File: config.mk
export PLATFORM = sky130hd
export DESIGN_NAME = nr_mem_access_unit
export DESIGN_NICKNAME = d
export VERILOG_FILES = /design/src/rtl/nr_mem_pkg.sv /design/src/rtl/nr_mem_access_unit.sv
export SDC_FILE = /design/constraint.sdc
export NUM_CORES = 1
export LEC_CHECK = 0
export BUFFER_PORTS_ARGS = -buffer_cell sky130_fd_sc_hd__buf_4
export CELL_PAD_IN_SITES_DETAIL_PLACEMENT = 1
export CELL_PAD_IN_SITES_GLOBAL_PLACEMENT = 2
export CORE_MARGIN = 1
export CORE_UTILIZATION = 30
export CTS_BUF_LIST = sky130_fd_sc_hd__clkbuf_16
export CTS_CLUSTER_SIZE = 24
export DETAILED_ROUTE_END_ITERATION = 10
export PLACE_DENSITY = 0.86
export SETUP_SLACK_MARGIN = 0.5
export SLEW_MARGIN = 20
export SYNTH_ARGS = -nofsm -noshare
export SYNTH_HDL_FRONTEND = slang
export SYNTH_SLANG_ARGS = --single-unit
File: constraint.sdc
create_clock -name clk -period 3.15 [get_ports clk]
set_input_delay 0.63 -clock clk [delete_from_list [all_inputs] [get_ports clk]]
set_output_delay 0.63 -clock clk [all_outputs]
set_load 0.005 [all_outputs]
File: src/rtl/nr_mem_pkg.sv
// ---------------------------------------------------------------------------
// nr_mem_pkg
// Shared definitions for the memory access unit: default bus widths and the
// FSM state encoding. The VRD state is only reached when the unit is built
// with NR_MAU_WRITE_VERIFY_EN defined; its encoding is reserved either way so
// that state values stay identical across both builds.
// ---------------------------------------------------------------------------
package nr_mem_pkg;

  localparam int NR_ADDR_W = 8;
  localparam int NR_DATA_W = 8;

  typedef logic [2:0] nr_state_t;

  localparam nr_state_t ST_IDLE = 3'd0;
  localparam nr_state_t ST_WR   = 3'd1;
  localparam nr_state_t ST_RD   = 3'd2;
  localparam nr_state_t ST_VRD  = 3'd3;
  localparam nr_state_t ST_RSP  = 3'd4;

endpackage

File: src/rtl/nr_mem_access_unit.sv
// ---------------------------------------------------------------------------
// nr_mem_access_unit
// Bridges a valid/ready request/response interface from a core to a simple
// clock-gated memory (in0/adrIn0/adrOut0/canWrt/canRd/m_out0). One request
// is handled at a time: IDLE -> WR or RD -> RSP -> IDLE.
//
// Configuration macro: NR_MAU_WRITE_VERIFY_EN
//   When defined, every write is followed by a VRD read-back cycle and
//   rsp_err reports whether the memory returned something other than the
//   written data. When undefined, VRD is never entered and rsp_err is 0.
//
// Ports
//   clk, clr          : clock, synchronous active-low reset
//   req_valid/ready   : request handshake; req_wr selects write (1) or read
//   req_adr, req_data : request address and write data
//   rsp_valid/ready   : response handshake
//   rsp_data          : read data, or the written data on a write
//   rsp_err           : write-verify mismatch
//   busy              : unit is not in IDLE
//   mem_*             : memory-side buses and strobes
// ---------------------------------------------------------------------------
module nr_mem_access_unit
  import nr_mem_pkg::*;
#(
  parameter int ADDR_W = NR_ADDR_W,
  parameter int DATA_W = NR_DATA_W
) (
  input  logic              clk,
  input  logic              clr,

  input  logic              req_valid,
  output logic              req_ready,
  input  logic              req_wr,
  input  logic [ADDR_W-1:0] req_adr,
  input  logic [DATA_W-1:0] req_data,

  output logic              rsp_valid,
  input  logic              rsp_ready,
  output logic [DATA_W-1:0] rsp_data,
  output logic              rsp_err,
  output logic              busy,

  output logic [DATA_W-1:0] mem_in0,
  output logic [ADDR_W-1:0] mem_adrIn0,
  output logic [ADDR_W-1:0] mem_adrOut0,
  output logic              mem_canWrt,
  output logic              mem_canRd,
  input  logic [DATA_W-1:0] mem_out0
);

  nr_state_t         state_q, state_d;
  logic [ADDR_W-1:0] adr_q, adr_d;
  logic [DATA_W-1:0] data_q, data_d;
  logic [DATA_W-1:0] rsp_data_q, rsp_data_d;
  logic [DATA_W-1:0] mem_in0_q, mem_in0_d;
  logic [ADDR_W-1:0] mem_adr_in0_q, mem_adr_in0_d;
  logic [ADDR_W-1:0] mem_adr_out0_q, mem_adr_out0_d;
  logic              mem_can_wrt_q, mem_can_wrt_d;
  logic              mem_can_rd_q, mem_can_rd_d;
`ifdef NR_MAU_WRITE_VERIFY_EN
  logic              rsp_err_q, rsp_err_d;
`endif

  // Next-state and datapath logic. The memory strobes are computed one state
  // ahead so that, once registered, they are high for exactly the cycle spent
  // in WR/RD/VRD and come straight from a flop (the memory gates its clock
  // with them). Address/data buses only change when an access is launched.
  always_comb begin
    state_d        = state_q;
    adr_d          = adr_q;
    data_d         = data_q;
    rsp_data_d     = rsp_data_q;
    mem_in0_d      = mem_in0_q;
    mem_adr_in0_d  = mem_adr_in0_q;
    mem_adr_out0_d = mem_adr_out0_q;
    mem_can_wrt_d  = 1'b0;
    mem_can_rd_d   = 1'b0;
`ifdef NR_MAU_WRITE_VERIFY_EN
    rsp_err_d      = rsp_err_q;
`endif

    case (state_q)
      ST_IDLE: begin
        if (req_valid) begin
          adr_d  = req_adr;
          data_d = req_data;
`ifdef NR_MAU_WRITE_VERIFY_EN
          rsp_err_d = 1'b0;
`endif
          if (req_wr) begin
            state_d       = ST_WR;
            mem_adr_in0_d = req_adr;
            mem_in0_d     = req_data;
            mem_can_wrt_d = 1'b1;
          end else begin
            state_d        = ST_RD;
            mem_adr_out0_d = req_adr;
            mem_can_rd_d   = 1'b1;
          end
        end
      end

      ST_WR: begin
        rsp_data_d = data_q;
`ifdef NR_MAU_WRITE_VERIFY_EN
        state_d        = ST_VRD;
        mem_adr_out0_d = adr_q;
        mem_can_rd_d   = 1'b1;
`else
        state_d = ST_RSP;
`endif
      end

      ST_RD: begin
        rsp_data_d = mem_out0;
        state_d    = ST_RSP;
      end

`ifdef NR_MAU_WRITE_VERIFY_EN
      // The memory loaded m_out0 on the negedge of this cycle, so the
      // read-back value is settled by the exiting posedge.
      ST_VRD: begin
        rsp_err_d = (mem_out0 != data_q);
        state_d   = ST_RSP;
      end
`endif

      ST_RSP: begin
        if (rsp_ready) begin
          state_d = ST_IDLE;
        end
      end

      default: begin
        state_d = ST_IDLE;
      end
    endcase
  end

  // State registers with synchronous active-low reset. Reset clears every
  // bus to zero and abandons any transaction in flight.
  always_ff @(posedge clk) begin
    if (!clr) begin
      state_q        <= ST_IDLE;
      adr_q          <= '0;
      data_q         <= '0;
      rsp_data_q     <= '0;
      mem_in0_q      <= '0;
      mem_adr_in0_q  <= '0;
      mem_adr_out0_q <= '0;
      mem_can_wrt_q  <= 1'b0;
      mem_can_rd_q   <= 1'b0;
`ifdef NR_MAU_WRITE_VERIFY_EN
      rsp_err_q      <= 1'b0;
`endif
    end else begin
      state_q        <= state_d;
      adr_q          <= adr_d;
      data_q         <= data_d;
      rsp_data_q     <= rsp_data_d;
      mem_in0_q      <= mem_in0_d;
      mem_adr_in0_q  <= mem_adr_in0_d;
      mem_adr_out0_q <= mem_adr_out0_d;
      mem_can_wrt_q  <= mem_can_wrt_d;
      mem_can_rd_q   <= mem_can_rd_d;
`ifdef NR_MAU_WRITE_VERIFY_EN
      rsp_err_q      <= rsp_err_d;
`endif
    end
  end

  assign req_ready   = (state_q == ST_IDLE);
  assign busy        = (state_q != ST_IDLE);
  assign rsp_valid   = (state_q == ST_RSP);
  assign rsp_data    = rsp_data_q;
  assign mem_in0     = mem_in0_q;
  assign mem_adrIn0  = mem_adr_in0_q;
  assign mem_adrOut0 = mem_adr_out0_q;
  assign mem_canWrt  = mem_can_wrt_q;
  assign mem_canRd   = mem_can_rd_q;

`ifdef NR_MAU_WRITE_VERIFY_EN
  assign rsp_err = rsp_err_q;
`else
  assign rsp_err = 1'b0;
`endif

endmodule
==> flow_metrics.tcl <==
set metrics [dict create \
    status "finished clean" \
    crit_arrival_ps 1170 \
    hold_path.class "flop to flop" \
    postLayoutCoreUtil_pct 41.4 \
    criticalPathCategory "flop to output port" \
    layout-drive-gt1-share_pct 30.5 \
    nets 285 \
    design_area_sq_um 2470 \
    cts_tree "done" \
    final_common_cell "buf_4" \
    clock_path_buffers 2 \
    period_minus_slack_ps 1800 \
    cp_slowest_cell "dfxtp_1" \
    io_pins 67 \
    io_buffers 65 \
    vias 1566 \
    end_kind "output port" \
    final_cell_mix "buf_4 (68), nand2_1 (63), dfxtp_1 (45), mux2i_1 (24), a21boi_0 (11)" \
    num_antenna_cells 0 \
    post_cts_buffers 0 \
    synth_area_leaders "dfxtp_1 (49%), mux2i_1 (13%), nand2_1 (13%), a21boi_0 (4.5%), clkbuf_8 (3.0%)" \
    htreeDepth 2 \
    routedWlPerCell_um 13.7 \
    synth_area_sq_um 1850 \
    grt_usage_pct 14.8 \
    syn_inst 197 \
    path_cells "nor3b_1 > buf_4" \
    vdd_ir_drop_max_v 0.000219 \
    grt_pass1_vias 1531 \
    worstPathMaxFanout 8 \
    cts.sinks 45 \
    die_h_um 80.6 \
    ys_warn_count 0 \
    grt_start_max_net_pins 62 \
    post_cts_resize_count 0 \
    hold_buffers 0 \
    ant_nets 0 \
    seq_area_frac_synth_pct 48.6 \
    crit_required_ps 2520 \
    post-route-period-util_pct 57.2 \
    cts_root_buf "clkbuf_16" \
    cp-start-kind "flop" \
    setup-tns-final_ps 0 \
    drt_iter0_drc 74 \
    maxCapViolations 0 \
    fmax_mhz 555 \
    remaining_drc_errors 0 \
    finalHoldViolCount 0 \
    synth_top_cell_area_share_pct 48.6 \
    area_growth_pct 33.0 \
    dieArea_sq_um 6500 \
    rows 28 \
    synthDistinctLibCells 28 \
    core-area_sq_um 5960 \
    path_clk_slew_ps 60 \
    power_leakage_nw 1.09 \
    clock_latency_ps 280 \
    first_pass_iters 4 \
    gp_congestion 0.666 \
    relSlewSlack_pct 62.2 \
    finalClockSkew_ps 3.29 \
    grt_setup_unrepaired "false" \
    crit_buf_inv 1 \
    powerDensity_nw_per_um2 522 \
    worst_slew_pin_slew_ps 565 \
    synth_top_area_cell "dfxtp_1" \
    start_util_pct 31.1 \
    placed_cell_area_sq_um 2330 \
    numCtsBuffers 5 \
    dpl.hpwl_um 3290 \
    dieWidth_um 80.6 \
    nFillCells 721 \
    syn_nets 226 \
    via_per_inst 4.73 \
    overflow 0 \
    cp_top_family "flip-flops" \
    grt_pass1_wl_um 7190 \
    max_stage_delay_ps 460 \
    setup-violations-final 0 \
    ys_ff_latch 45 \
    syn_area_per_cell_sq_um 9.41 \
    postRouteWirelength_um 4530 \
    slew_violations 0 \
    antenna_found_initial 0 \
]
[cells in the mapped netlist]
| library cell | instances |
|---|---|
| dfxtp_1 | 45 |
| conb_1 | 1 |
| nor2_8 | 1 |
| a22oi_1 | 3 |
| inv_1 | 1 |
| nor3b_2 | 1 |
| a21boi_0 | 11 |
| and2_1 | 3 |
| o21a_1 | 1 |
| nor3_1 | 1 |
| o31ai_1 | 5 |
| nor4b_1 | 1 |
| buf_6 | 3 |
| buf_4 | 2 |
| nor2b_1 | 1 |
| clkbuf_8 | 4 |
| mux2i_1 | 24 |
| a31oi_1 | 1 |
| nand2_1 | 63 |
| and3_1 | 2 |
| o21ai_0 | 4 |
| clkbuf_1 | 6 |
| buf_2 | 1 |
| a21oi_1 | 4 |
| or4b_1 | 1 |
| nor3b_1 | 2 |
| nand3_1 | 3 |
| or3b_2 | 2 |
[through the flow]
step	setup WS, ps	std cells	hold slack, ps	total power [mW]
2_1_floorplan	1510	197	440	0.732
3_3_place_gp	1210	324	443	0.814
3_5_place_dp	1170	324	454	0.820
4_1_cts	1340	331	464	1.31
5_1_grt	1240	331	482	1.35
6_report	1350	331	460	1.29
[registers in the layout (all words and copies together), names as in the netlist]
name / cells
mem_adrOut0: 8
data_q: 8
mem_adrIn0: 8
mem_canWrt: 1
rsp_data: 8
mem_in0: 8
state_q: 3
mem_canRd: 1
[where the power goes]
group | switching, mW | internal [mW]
logic | 0.0830 | 0.0957
registers | 0.0212 | 0.604
clock network | 0.199 | 0.283
[worst reg2reg max path: cells and delay by family, from the launching register on]
kind,cells,cell delay (ps)
muxes,1,220
and+or+nand+nor,2,1080
DFF,1,370
[final cells by class]
class                      instances  area, sq um  area share (%)
tap                               75         93.8            3.81
multi-input combinational        135          825            33.4
sequential                        45          901            36.5
timing repair buffer              68          510            20.7
clock inverter                     2         7.51           0.304
inverter                           1         3.75           0.152
clock buffer                       5          125            5.07
[per-layer routing]
metal	up-vias	GRT usage [%]	part of all wire [%]
met1	752	18.0	44
met4	0	6.43	1.9
met2	35	24.2	49
met5	-	0	0
met3	6	4.20	4.4
li1	773	-	-
[cell families (layout without fill, tap and decap cells)]
group	after synthesis	in the layout	synth area share, %
AND/OR/NAND/NOR	81	81	20.4
multiplexers	24	24	13.0
AO/OA/AOI/OAI	29	29	10.6
other	1	1	0.202
flip-flops	45	45	48.6
buffers and inverters	17	76	7.29
[worst paths after layout]
path                               startpoint              to  slack (ps)  depth (start not counted)
worst min-delay path            mem_adrIn0[7]   mem_adrIn0[7]         460                          2
worst max-delay path               state_q[2]       rsp_valid        1350                          2
worst min register to register  mem_adrIn0[7]   mem_adrIn0[7]         460                          2
worst max register to register     state_q[2]  mem_adrOut0[1]        1410                          3
No activity file was read; power rests on OpenSTA's default activity.
